--- config.mk ---
export PLATFORM = sky130hd
export DESIGN_NAME = iec_bus_hub
export DESIGN_NICKNAME = d
export VERILOG_FILES = /design/src/rtl/iec_bus_hub.sv
export SDC_FILE = /design/constraint.sdc
export NUM_CORES = 1
export LEC_CHECK = 0
export BUFFER_PORTS_ARGS = -buffer_cell sky130_fd_sc_hd__buf_2
export CORE_ASPECT_RATIO = 1.2
export CORE_MARGIN = 2
export CORE_UTILIZATION = 50
export CTS_CLUSTER_SIZE = 10
export DETAILED_ROUTE_END_ITERATION = 8
export GPL_TIMING_DRIVEN = 0
export PLACE_DENSITY = 0.75
export SLEW_MARGIN = 20
export SYNTH_ARGS = -nofsm -noshare
export SYNTH_HDL_FRONTEND = slang
export SYNTH_SLANG_ARGS = --single-unit
--- constraint.sdc ---
create_clock -name clk32 -period 3.44 [get_ports clk32]
set_clock_uncertainty 0.2 [all_clocks]
set_input_delay 0.344 -clock clk32 [delete_from_list [all_inputs] [get_ports clk32]]
set_output_delay 0.344 -clock clk32 [all_outputs]
set_load 0.01 [all_outputs]
--- src/rtl/iec_bus_hub.sv ---
// IEC serial-bus junction: wired-AND of host and drive lines, synchronised and
// glitch-filtered bus levels, ATN edge pulses, idle and stuck-line status.
module iec_bus_hub #(
  parameter int unsigned N_DEV        = 4,
  parameter int unsigned FILT_LEN     = 16,
  parameter int unsigned IDLE_CYCLES  = 1024,
  parameter int unsigned STUCK_CYCLES = 65536
) (
  input  logic             clk32,
  input  logic             reset,
  input  logic             host_atn_out,
  input  logic             host_clk_out,
  input  logic             host_data_out,
  input  logic [N_DEV-1:0] dev_en,
  input  logic [N_DEV-1:0] dev_clk_out,
  input  logic [N_DEV-1:0] dev_data_out,
  output logic             bus_atn,
  output logic             bus_clk,
  output logic             bus_data,
  output logic             atn_fall,
  output logic             atn_rise,
  output logic [N_DEV-1:0] clk_pullers,
  output logic [N_DEV-1:0] data_pullers,
  output logic             idle,
  output logic             stuck_clk,
  output logic             stuck_data
);

  localparam int unsigned FCW = $clog2(FILT_LEN + 1);
  localparam int unsigned ICW = $clog2(IDLE_CYCLES + 1);
  localparam int unsigned SCW = $clog2(STUCK_CYCLES + 1);

  localparam logic [FCW-1:0] FILT_LAST  = FCW'(FILT_LEN - 1);
  localparam logic [ICW-1:0] IDLE_MAX   = ICW'(IDLE_CYCLES);
  localparam logic [ICW-1:0] IDLE_LAST  = ICW'(IDLE_CYCLES - 1);
  localparam logic [SCW-1:0] STUCK_MAX  = SCW'(STUCK_CYCLES);
  localparam logic [SCW-1:0] STUCK_LAST = SCW'(STUCK_CYCLES - 1);

  // Line index: 0 = ATN, 1 = CLK, 2 = DATA.
  logic [2:0]     raw;
  logic [2:0]     s1_q, s2_q;
  logic [2:0]     filt_q, filt_d;
  logic [FCW-1:0] fcnt_q [3];
  logic [FCW-1:0] fcnt_d [3];

  logic [ICW-1:0] idle_cnt_q;
  logic           idle_q;
  logic [SCW-1:0] stuck_cnt_q [2];
  logic [1:0]     stuck_q;
  logic           atn_fall_q, atn_rise_q;
  logic [N_DEV-1:0] clk_pull_q, data_pull_q;

  always_comb begin
    raw[0] = host_atn_out;
    raw[1] = host_clk_out & (&(dev_clk_out | ~dev_en));
    raw[2] = host_data_out & (&(dev_data_out | ~dev_en));
  end

  // A new level must be seen at s2 for FILT_LEN consecutive samples before it is taken.
  always_comb begin
    for (int l = 0; l < 3; l++) begin
      filt_d[l] = filt_q[l];
      fcnt_d[l] = '0;
      if (s2_q[l] != filt_q[l]) begin
        if (fcnt_q[l] == FILT_LAST) begin
          filt_d[l] = s2_q[l];
        end else begin
          fcnt_d[l] = fcnt_q[l] + 1'b1;
        end
      end
    end
  end

  always_ff @(posedge clk32 or posedge reset) begin
    if (reset) begin
      s1_q   <= '1;
      s2_q   <= '1;
      filt_q <= '1;
      for (int l = 0; l < 3; l++) begin
        fcnt_q[l] <= '0;
      end
    end else begin
      s1_q   <= raw;
      s2_q   <= s1_q;
      filt_q <= filt_d;
      for (int l = 0; l < 3; l++) begin
        fcnt_q[l] <= fcnt_d[l];
      end
    end
  end

  // Status logic looks at the next filtered value so it moves on the same edge as the bus.
  always_ff @(posedge clk32 or posedge reset) begin
    if (reset) begin
      atn_fall_q  <= 1'b0;
      atn_rise_q  <= 1'b0;
      clk_pull_q  <= '0;
      data_pull_q <= '0;
    end else begin
      atn_fall_q  <= filt_q[0] & ~filt_d[0];
      atn_rise_q  <= ~filt_q[0] & filt_d[0];
      clk_pull_q  <= dev_en & ~dev_clk_out;
      data_pull_q <= dev_en & ~dev_data_out;
    end
  end

  always_ff @(posedge clk32 or posedge reset) begin
    if (reset) begin
      idle_cnt_q <= '0;
      idle_q     <= 1'b0;
    end else if (!(&filt_d)) begin
      idle_cnt_q <= '0;
      idle_q     <= 1'b0;
    end else if (idle_cnt_q != IDLE_MAX) begin
      idle_cnt_q <= idle_cnt_q + 1'b1;
      if (idle_cnt_q == IDLE_LAST) begin
        idle_q <= 1'b1;
      end
    end
  end

  // Index 0 tracks CLK, index 1 tracks DATA.
  always_ff @(posedge clk32 or posedge reset) begin
    if (reset) begin
      stuck_q <= '0;
      for (int l = 0; l < 2; l++) begin
        stuck_cnt_q[l] <= '0;
      end
    end else begin
      for (int l = 0; l < 2; l++) begin
        if (filt_d[l+1]) begin
          stuck_cnt_q[l] <= '0;
          stuck_q[l]     <= 1'b0;
        end else if (!filt_q[l+1] && (stuck_cnt_q[l] != STUCK_MAX)) begin
          stuck_cnt_q[l] <= stuck_cnt_q[l] + 1'b1;
          if (stuck_cnt_q[l] == STUCK_LAST) begin
            stuck_q[l] <= 1'b1;
          end
        end
      end
    end
  end

  assign bus_atn      = filt_q[0];
  assign bus_clk      = filt_q[1];
  assign bus_data     = filt_q[2];
  assign atn_fall     = atn_fall_q;
  assign atn_rise     = atn_rise_q;
  assign clk_pullers  = clk_pull_q;
  assign data_pullers = data_pull_q;
  assign idle         = idle_q;
  assign stuck_clk    = stuck_q[0];
  assign stuck_data   = stuck_q[1];

endmodule

==> results.txt, run 1 <==
The commonest cells after synthesis are dfrtp_1, nor2_1, xnor2_1, inv_1, nand3_1. The number of antenna violations at the first check in global routing was 0. The pre-antenna-repair detailed-routing pass consisted of 4 iterations. Ranked by total cell area, the synthesized netlist is headed by dfrtp_1, dfstp_2, xnor2_1, nor2_1, ha_1. The biggest area contributor in the post-synthesis netlist is dfrtp_1. The number of non-filler instances in the completed layout is 507. The number of buffers and inverters on the critical path is 0. The max-slew headroom at the worst pin came out at between 40% and 50%.

The detail route stage leaves a number of antenna-violating nets equal to 0. The synthesis warning total came out at 0. The number of max-slew violations in the final report is 0. The portion of the post-synthesis area used by sequential elements came out at 54.8%. The number of post-CTS setup repair buffers came out at 0. The most common cell type on the critical path is ha_1.

The master cell of the clock root buffer is clkbuf_8. The cell area after technology mapping is 3760 sq um. The mean area per synthesized cell came out at 10.5 sq um. The first-pass GRT wire length came out at around 13000 um.

The number of remaining DRC errors is 0. The number of flops mapped to enable cells by yosys came out at 0. In the synthesized netlist the dominant register cell turns out to be dfrtp_1.

The die covers 8240 sq um. The switching part of the total power came out at 22.4%. The number of instances in the synthesized netlist came out at 357. Of the total power, the clock network draws 42.6%.

The count of different cell masters after synthesis is 38. Measured on the finished design, the core utilization comes to roughly three fifths. The worst path in the final design needs a cycle of 2.46 ns, including I/O delays and setup.

The H-tree depth is 3. The total power per unit cell area came out at 417 nW/um^2. The final layout net count is 440. The fraction of synthesized cell area taken by the top area cell type came out at 48.5%. Synthesis inferred 82 register bits.

The count of input and output buffers is 32. The hold violation total from the final report is 0. The number of stages on the worst hold path is 3. The leading cell type by number of instances after synthesis is dfrtp_1.

The CTS buffer count came out at 9. The number of vias per cell came out at 5.39. The floorplan step defined a core boundary enclosing 7270 sq um.

The longest individual stage delay on the worst path is 0.56 ns. The wire length per cell came out at 14.2 um. The transition time at the pin with the least slew margin came out at approximately 0.77 ns. The fraction of registers with async set or reset after synthesis came out at 100%. The weighted congestion reported at the end of routability-driven placement came out at 0.834. Data arrives at the worst endpoint at 2.52 ns. The clock latency on the worst-skew pair is between 0.3 and 0.4 ns. The static leakage power is 1.97 nW. The classification of the worst-slack hold path is in -> reg. The cell count after placement is 480. The largest individual stage delay along the critical path comes from the cell or4_1. The top-level port count is 33. The die is 83.2 um wide. Setup repair after global routing left no endpoint under its margin. The number of buffers on the longest clock path is 2.

The combined global-route utilization of all metal layers is 19.3%. The kind of start point of the critical path is a register. The detailed router placed 2734 vias in this run. The internal power of the cells totals 1.43 mW. The antenna diode count came out at 0. The final critical path takes up 71.6% of the cycle. For the worst flop-to-flop path, the logic depth is 6.

Of the total power, registers draw between 50 and 60%. After clock tree synthesis, the clock-pin slew on the worst setup and hold paths is about 0.090 ns. The flow ran to the end, and the final reports show no timing, DRC or antenna violations. The number of cell rows came out at 34.

The total nets after synthesis came out at slightly below 400. The die span in y came out at 99.1 um. The kind of cell with the highest combined delay along the critical path is simple AND/OR/NAND/NOR gates. Across the run, the number of max-cap violations was 0. The net switching power is just over 0.4 mW. Setup violations remaining at the end of the flow were counted as 0.

The remaining global-route overflow came out at 0. The clock net sink count came out at 82. The largest net degree at the start of global routing is 48.

The area growth from synthesis to layout came out at 16.9%. The post-DP HPWL came out at 4810 um. The fmax came out at 406 MHz. The critical path crosses 6 cells after its start point. The maximum VDD drop is 0.308 mV.

The largest driver fanout on the critical path came out at 5. Traced cell by cell, the critical path runs through ha_1 > nand3_1 > or4_1 > nor3_1 > ha_1 > a211oi_1. The proportion of power drawn by combinational gates came out at 3.7%. Hold timing on the final database bottoms out at a slack of 0.0399 ns.

STA classifies the critical path endpoint as a register. The effective utilization at floorplan came out at 51.8%. The number of global-route vias before repair came out at 2813.

The startpoint-to-endpoint class of the critical path is reg -> reg. The worst endpoint required time came out at 3.50 ns. TritonCTS built the clock tree. The routed wire length came out at 7220 um. The first-iteration detailed-routing DRC count is 130.

The post-route netlist has approximately 16% of its cells at a drive strength greater than 1.
==> worst paths after layout <==
path                                      start         endpoint  slack (ns)
min in group asynchronous                 reset             idle        0.36
worst min register to register          s1_q[1]          s2_q[1]        0.16
worst max-delay path            stuck_cnt_q[17]  stuck_cnt_q[33]        0.98
max in group asynchronous                 reset        filt_q[1]        2.03
worst max register to register  stuck_cnt_q[17]  stuck_cnt_q[33]        0.98
worst min-delay path              host_data_out          s1_q[2]        0.04
==> power groups by stage <==
stage               combinational, mW  clock, mW  sequential [mW]
floorplan                      0.0282          0             1.01
global placement               0.0522          0             1.01
detailed placement             0.0580          0             1.01
CTS                            0.0679      0.797            0.987
global route                   0.0770      0.849            0.989
finish                         0.0674      0.782            0.987
==> cells by family (layout without fill, tap and decap cells) <==
family / Yosys count / count (layout) / share of synthesized area (%)
simple gates: 162 / 162 / 23.0
flops: 82 / 82 / 54.8
compound gates: 30 / 30 / 4.89
fa+ha+maj: 11 / 11 / 3.66
buf+inv: 27 / 87 / 2.92
mux: 5 / 5 / 1.40
xor+xnor: 40 / 40 / 9.31
==> sequential cells by signal, summed over array words and instances, names as in the netlist <==
| signal | cells |
|---|---|
| data_pullers | 4 |
| idle | 1 |
| stuck_q | 2 |
| s2_q | 3 |
| atn_rise | 1 |
| fcnt_q | 15 |
| filt_q | 3 |
| s1_q | 3 |
| clk_pullers | 4 |
| idle_cnt_q | 11 |
| atn_fall | 1 |
| stuck_cnt_q | 34 |
==> timing repair <==
action,CTS,global route
endpoints found under the setup margin,0,0
endpoints found under the hold margin,42,0
hold buffers,11,0
gates resized for setup,0,0
==> layer usage <==
layer	track usage [%]	up-vias	routed length (um)
li1	-	1347	-
met1	23.6	1331	3200
met2	32.9	48	3650
met3	4.86	8	266
met4	7.31	0	107
met5	0	-	0
==> tightest hold or removal path, delay by kind of cell <==
family / cells / cell delay, ns
buf+inv: 1 / 0.10
compound gates: 1 / 0.09
simple gates: 1 / 0.06
==> final cells by class <==
type | instances | area (sq um)
fillers | 576 | 2870
flip-flops and latches | 82 | 2060
multi-input cells | 248 | 1590
repair buffers | 44 | 298
clock buffers | 9 | 124
well taps | 90 | 113
clock inverters | 7 | 100
inverters | 19 | 73.8
plain buffers | 8 | 38.8
==> cell usage in the layout (no fill, tap or decap), types with 3 or more instances in the layout <==
cell type      count
clkbuf_1           5
nor4_1            15
inv_6              3
inv_1             18
xor2_1            15
nand3_1           17
nor4b_1            3
dfstp_2            9
nor3_1            12
ha_1              11
buf_2             33
dlygate4sd3_1     11
a21oi_1           10
nand2b_1           4
nor2_1            53
clkbuf_8           9
or3_1              4
dfrtp_1           73
nand4_1            6
a211oi_1           4
and2_1             6
nor2b_1            6
or4_1              4
mux2i_1            3
and3_1             3
nand2_1           14
xnor2_1           25
nand4b_1           8
a31oi_1            3
o21ai_0            7
==> through the flow <==
stage                     area (sq um)  setup slack (ns)  setup TNS, ns  power [mW]
final                             4400             0.976              0        1.84
after floorplan                   3760             0.802              0        1.04
after global routing              4400             0.822              0        1.92
after detailed placement          4070             0.962              0        1.06
after CTS                         4400             0.977              0        1.85
after global placement            4040            -0.116          -8.18        1.06
(Power assumes the default switching activity.)
==> run 2: changes to the inputs <==
==> constraint.sdc (replaced) <==
create_clock -name clk32 -period 2.6 [get_ports clk32]
set_clock_uncertainty 0.2 [all_clocks]
set_input_delay 0.26 -clock clk32 [delete_from_list [all_inputs] [get_ports clk32]]
set_output_delay 0.26 -clock clk32 [all_outputs]
set_load 0.01 [all_outputs]
==> run 2 against run 1 <==
Utilization grew 1.5 points. Routed wire length grew 4.9%. Critical path depth is the same. Combinational power grew 54%. Critical endpoint unchanged. Sequential share of layout area shrank 1.2 points. Via count grew 2.0%. Register-to-register slack lost 0.80 ns. Sequential power grew 33%. Sequential cell count is the same. First-iteration DRC count grew 20%. Worst setup slack lost 0.80 ns. Hold slack gained 0.12 ns.
==> results.txt, run 2 (synthesis results as in run 1) <==
The first global-routing pass estimated 13300 um of wire. The worst-case IR drop observed on VDD is 0.408 mV. The clock power share is about 42%. Detailed placement finished with a half-perimeter wire length of around 4800 um.

Headroom to the max-slew limit came out at around half. The cell count after placement came out at 480. The hold violation total from the final report came out at 0. The number of non-filler instances in the completed layout came out at 518. The remaining global-route overflow came out at 0. The count of input and output buffers came out at 32. The register with the most flip-flops is stuck_cnt_q. The design internal power is approximately 1.9 mW. The sequential cell fraction of total power is 53.4%. The switching part of the total power came out at 22.5%.

The global routing stage identified its most utilized layer as met2. The antenna diode count is 0. The post-route standard cell area excluding fillers came out at about 4500 sq um. The final layout net count is 451.

The area of the placeable core came out at 7270 sq um. The H-tree depth came out at 3. The final design utilization is 62.1%. Across every metal layer, demand over resource in global routing totals approximately a fifth. The CTS buffer count came out at 9.

The die span in y came out at between 90 and 100 um. The layout cell share with drive strength beyond 1 is 15.9%. The smallest clock period supported by the final layout is computed as 2.42 ns. The number of cell rows is 34. The net switching power is 0.551 mW.

The clock net sink count is 82. The total of fill cells in the finished design is approximately 570. In this run the remaining antenna-violating nets after routing total 0.

The startpoint-to-endpoint class of the critical path is reg -> reg. Summing all placed instances gives a cell area of 4070 sq um. The ratio of final minimum period to clock period came out at 93.2%. The first-iteration detailed-routing DRC count came out at 156. The number of buffers on the longest clock path came out at 2. Using the TritonRoute via totals, the vias-per-cell ratio works out to ~5.4.

In the routed design, unresolved DRC markers number 0. In this run the static leakage power is 2.03 nW. The routed wire length is 7580 um.

At the pin with the least slew margin, the transition time is ~0.77 ns. The length of the first detailed-routing pass in iterations came out at 4. TritonCTS built the clock tree. The area growth from synthesis to layout is 19.9%. The top-level port count is 33.

In this run the worst path has a maximum fanout of 5. Global routing used between 30% and 40% of the available met2 tracks. Traced cell by cell, the critical path runs through ha_2 > nand3_1 > or4_1 > nor3_1 > ha_1 > a211oi_1.

The final worst-path setup slack came out at 0.177 ns. The horizontal die dimension is 83.2 um. The met1 capacity usage during global routing is 24.4%. The wire length per cell is 14.6 um. At the end of routability-driven placement, the weighted congestion stood at 0.834. Leaving out fill and tap cells, the most frequent cell in the layout is dfrtp_1.

The die outline area is 8240 sq um. The worst hold path belongs to the class reg -> reg. The effective utilization at floorplan came out at 51.8%. Max-cap violations in this run came to 0. The via count is 2790. In the layout the commonest cells are dfrtp_1, nor2_1, buf_2, xnor2_1, dlygate4sd3_1. The flow ran to the end, and the final reports show no timing, DRC or antenna violations. The largest registers in the layout are stuck_cnt_q (34), fcnt_q (15), idle_cnt_q (11). Final hold analysis gives a worst-case slack of 0.156 ns. The met3 layer usage reported by global route is around 5.0%. Setup repair after global routing left no endpoint under its margin. The number of antenna violations at the first check in global routing came out at 0.

The setup slack after placement came out at 0.122 ns. The largest individual stage delay along the critical path comes from the cell or4_1. For this run, the slowest stage of the critical path takes 0.56 ns.

The number of max-slew violations in the final report is 0. The critical path contains buffers and inverters numbering 0 combined. STA classifies the critical path startpoint as a register.

The arrival time at the worst endpoint is 2.48 ns. Of the total power, combinational logic draws 4.3%. After clock tree synthesis, the clock-pin slew on the worst setup and hold paths is 0.09 ns. The number of flip-flops in the largest register came out at 34. In this run the power density over the cells is 542 nW/um^2. The number of global-route vias before repair came out at 2930.

The fmax came out at 413 MHz. In this run the clock root is driven by a clkbuf_8. For the worst-skew pair, the clock arrives at the later sink with an insertion delay of 0.35 ns. The worst endpoint required time came out at 2.66 ns.

The setup violation total in the final timing report came out at 0. Grouping stages by cell kind, the critical path spends the most delay in simple AND/OR/NAND/NOR gates. The number of post-CTS setup repair buffers came out at 0. Entering global routing, the biggest net connects 48 pins. STA classifies the critical path endpoint as a register.
[run 2: cell types whose count changed in the layout (fill, tap and decap cells not counted), sizes merged]
| cell | before | now |
|---|---|---|
| dlygate4sd3 | 11 | 22 |
[run 2: through the flow]
step | power (mW) | setup TNS [ns]
after floorplan | 1.37 | 0
after CTS | 2.46 | 0
after detailed placement | 1.41 | 0
final | 2.45 | 0
after global routing | 2.55 | 0
after global placement | 1.40 | -64.24
[run 2: worst register-to-register path: cells and delay by family (launching register included)]
| family | cells | cell delay (ns) |
|---|---|---|
| AO/OA/AOI/OAI | 1 | 0.22 |
| adder cells (fa/ha/maj) | 2 | 0.54 |
| flip-flops | 1 | 0.42 |
| AND/OR/NAND/NOR | 3 | 0.95 |
[run 2: per-layer routing]
metal | part of all wire (%) | up-vias | wire length (um)
met5 | 0 | - | 0
met4 | 2.0 | 0 | 155
met3 | 3.8 | 14 | 287
met2 | 51 | 60 | 3840
met1 | 43 | 1346 | 3290
li1 | - | 1370 | -
[run 2: repair_timing]
action / 4_1_cts / 5_1_grt
gates resized for setup: 0 / 1
endpoints found under the hold margin: 43 / 0
hold buffers: 22 / 0
endpoints found under the setup margin: 0 / 1
[run 2: power groups by stage]
stage          Clock [mW]  Sequential (mW)  Combinational [mW]
5_1_grt              1.13             1.31               0.118
6_report             1.04             1.31               0.104
2_1_floorplan           0             1.33              0.0373
4_1_cts              1.05             1.31               0.102
3_3_place_gp            0             1.33              0.0691
3_5_place_dp            0             1.33              0.0768
[run 2: final timing paths]
check                           slack, ns              end       startpoint  cells after the start
worst max-delay path                 0.18  stuck_cnt_q[33]  stuck_cnt_q[17]                      6
worst min-delay path                 0.16          s2_q[1]          s1_q[1]                      0
worst max register to register       0.18  stuck_cnt_q[33]  stuck_cnt_q[17]                      6
worst min register to register       0.16          s2_q[1]          s1_q[1]                      0
max in group asynchronous            1.28        filt_q[1]            reset                      4
min in group asynchronous            0.27             idle            reset                      3
[run 2: layout make-up]
type | instances | area (sq um) | share of cell area [%]
buffer | 8 | 38.8 | 0.859
clock inverter | 7 | 100 | 2.22
sequential | 82 | 2060 | 45.7
tap | 90 | 113 | 2.49
multi-input combinational | 248 | 1590 | 35.3
inverter | 19 | 73.8 | 1.64
timing repair buffer | 55 | 408 | 9.04
clock buffer | 9 | 124 | 2.74
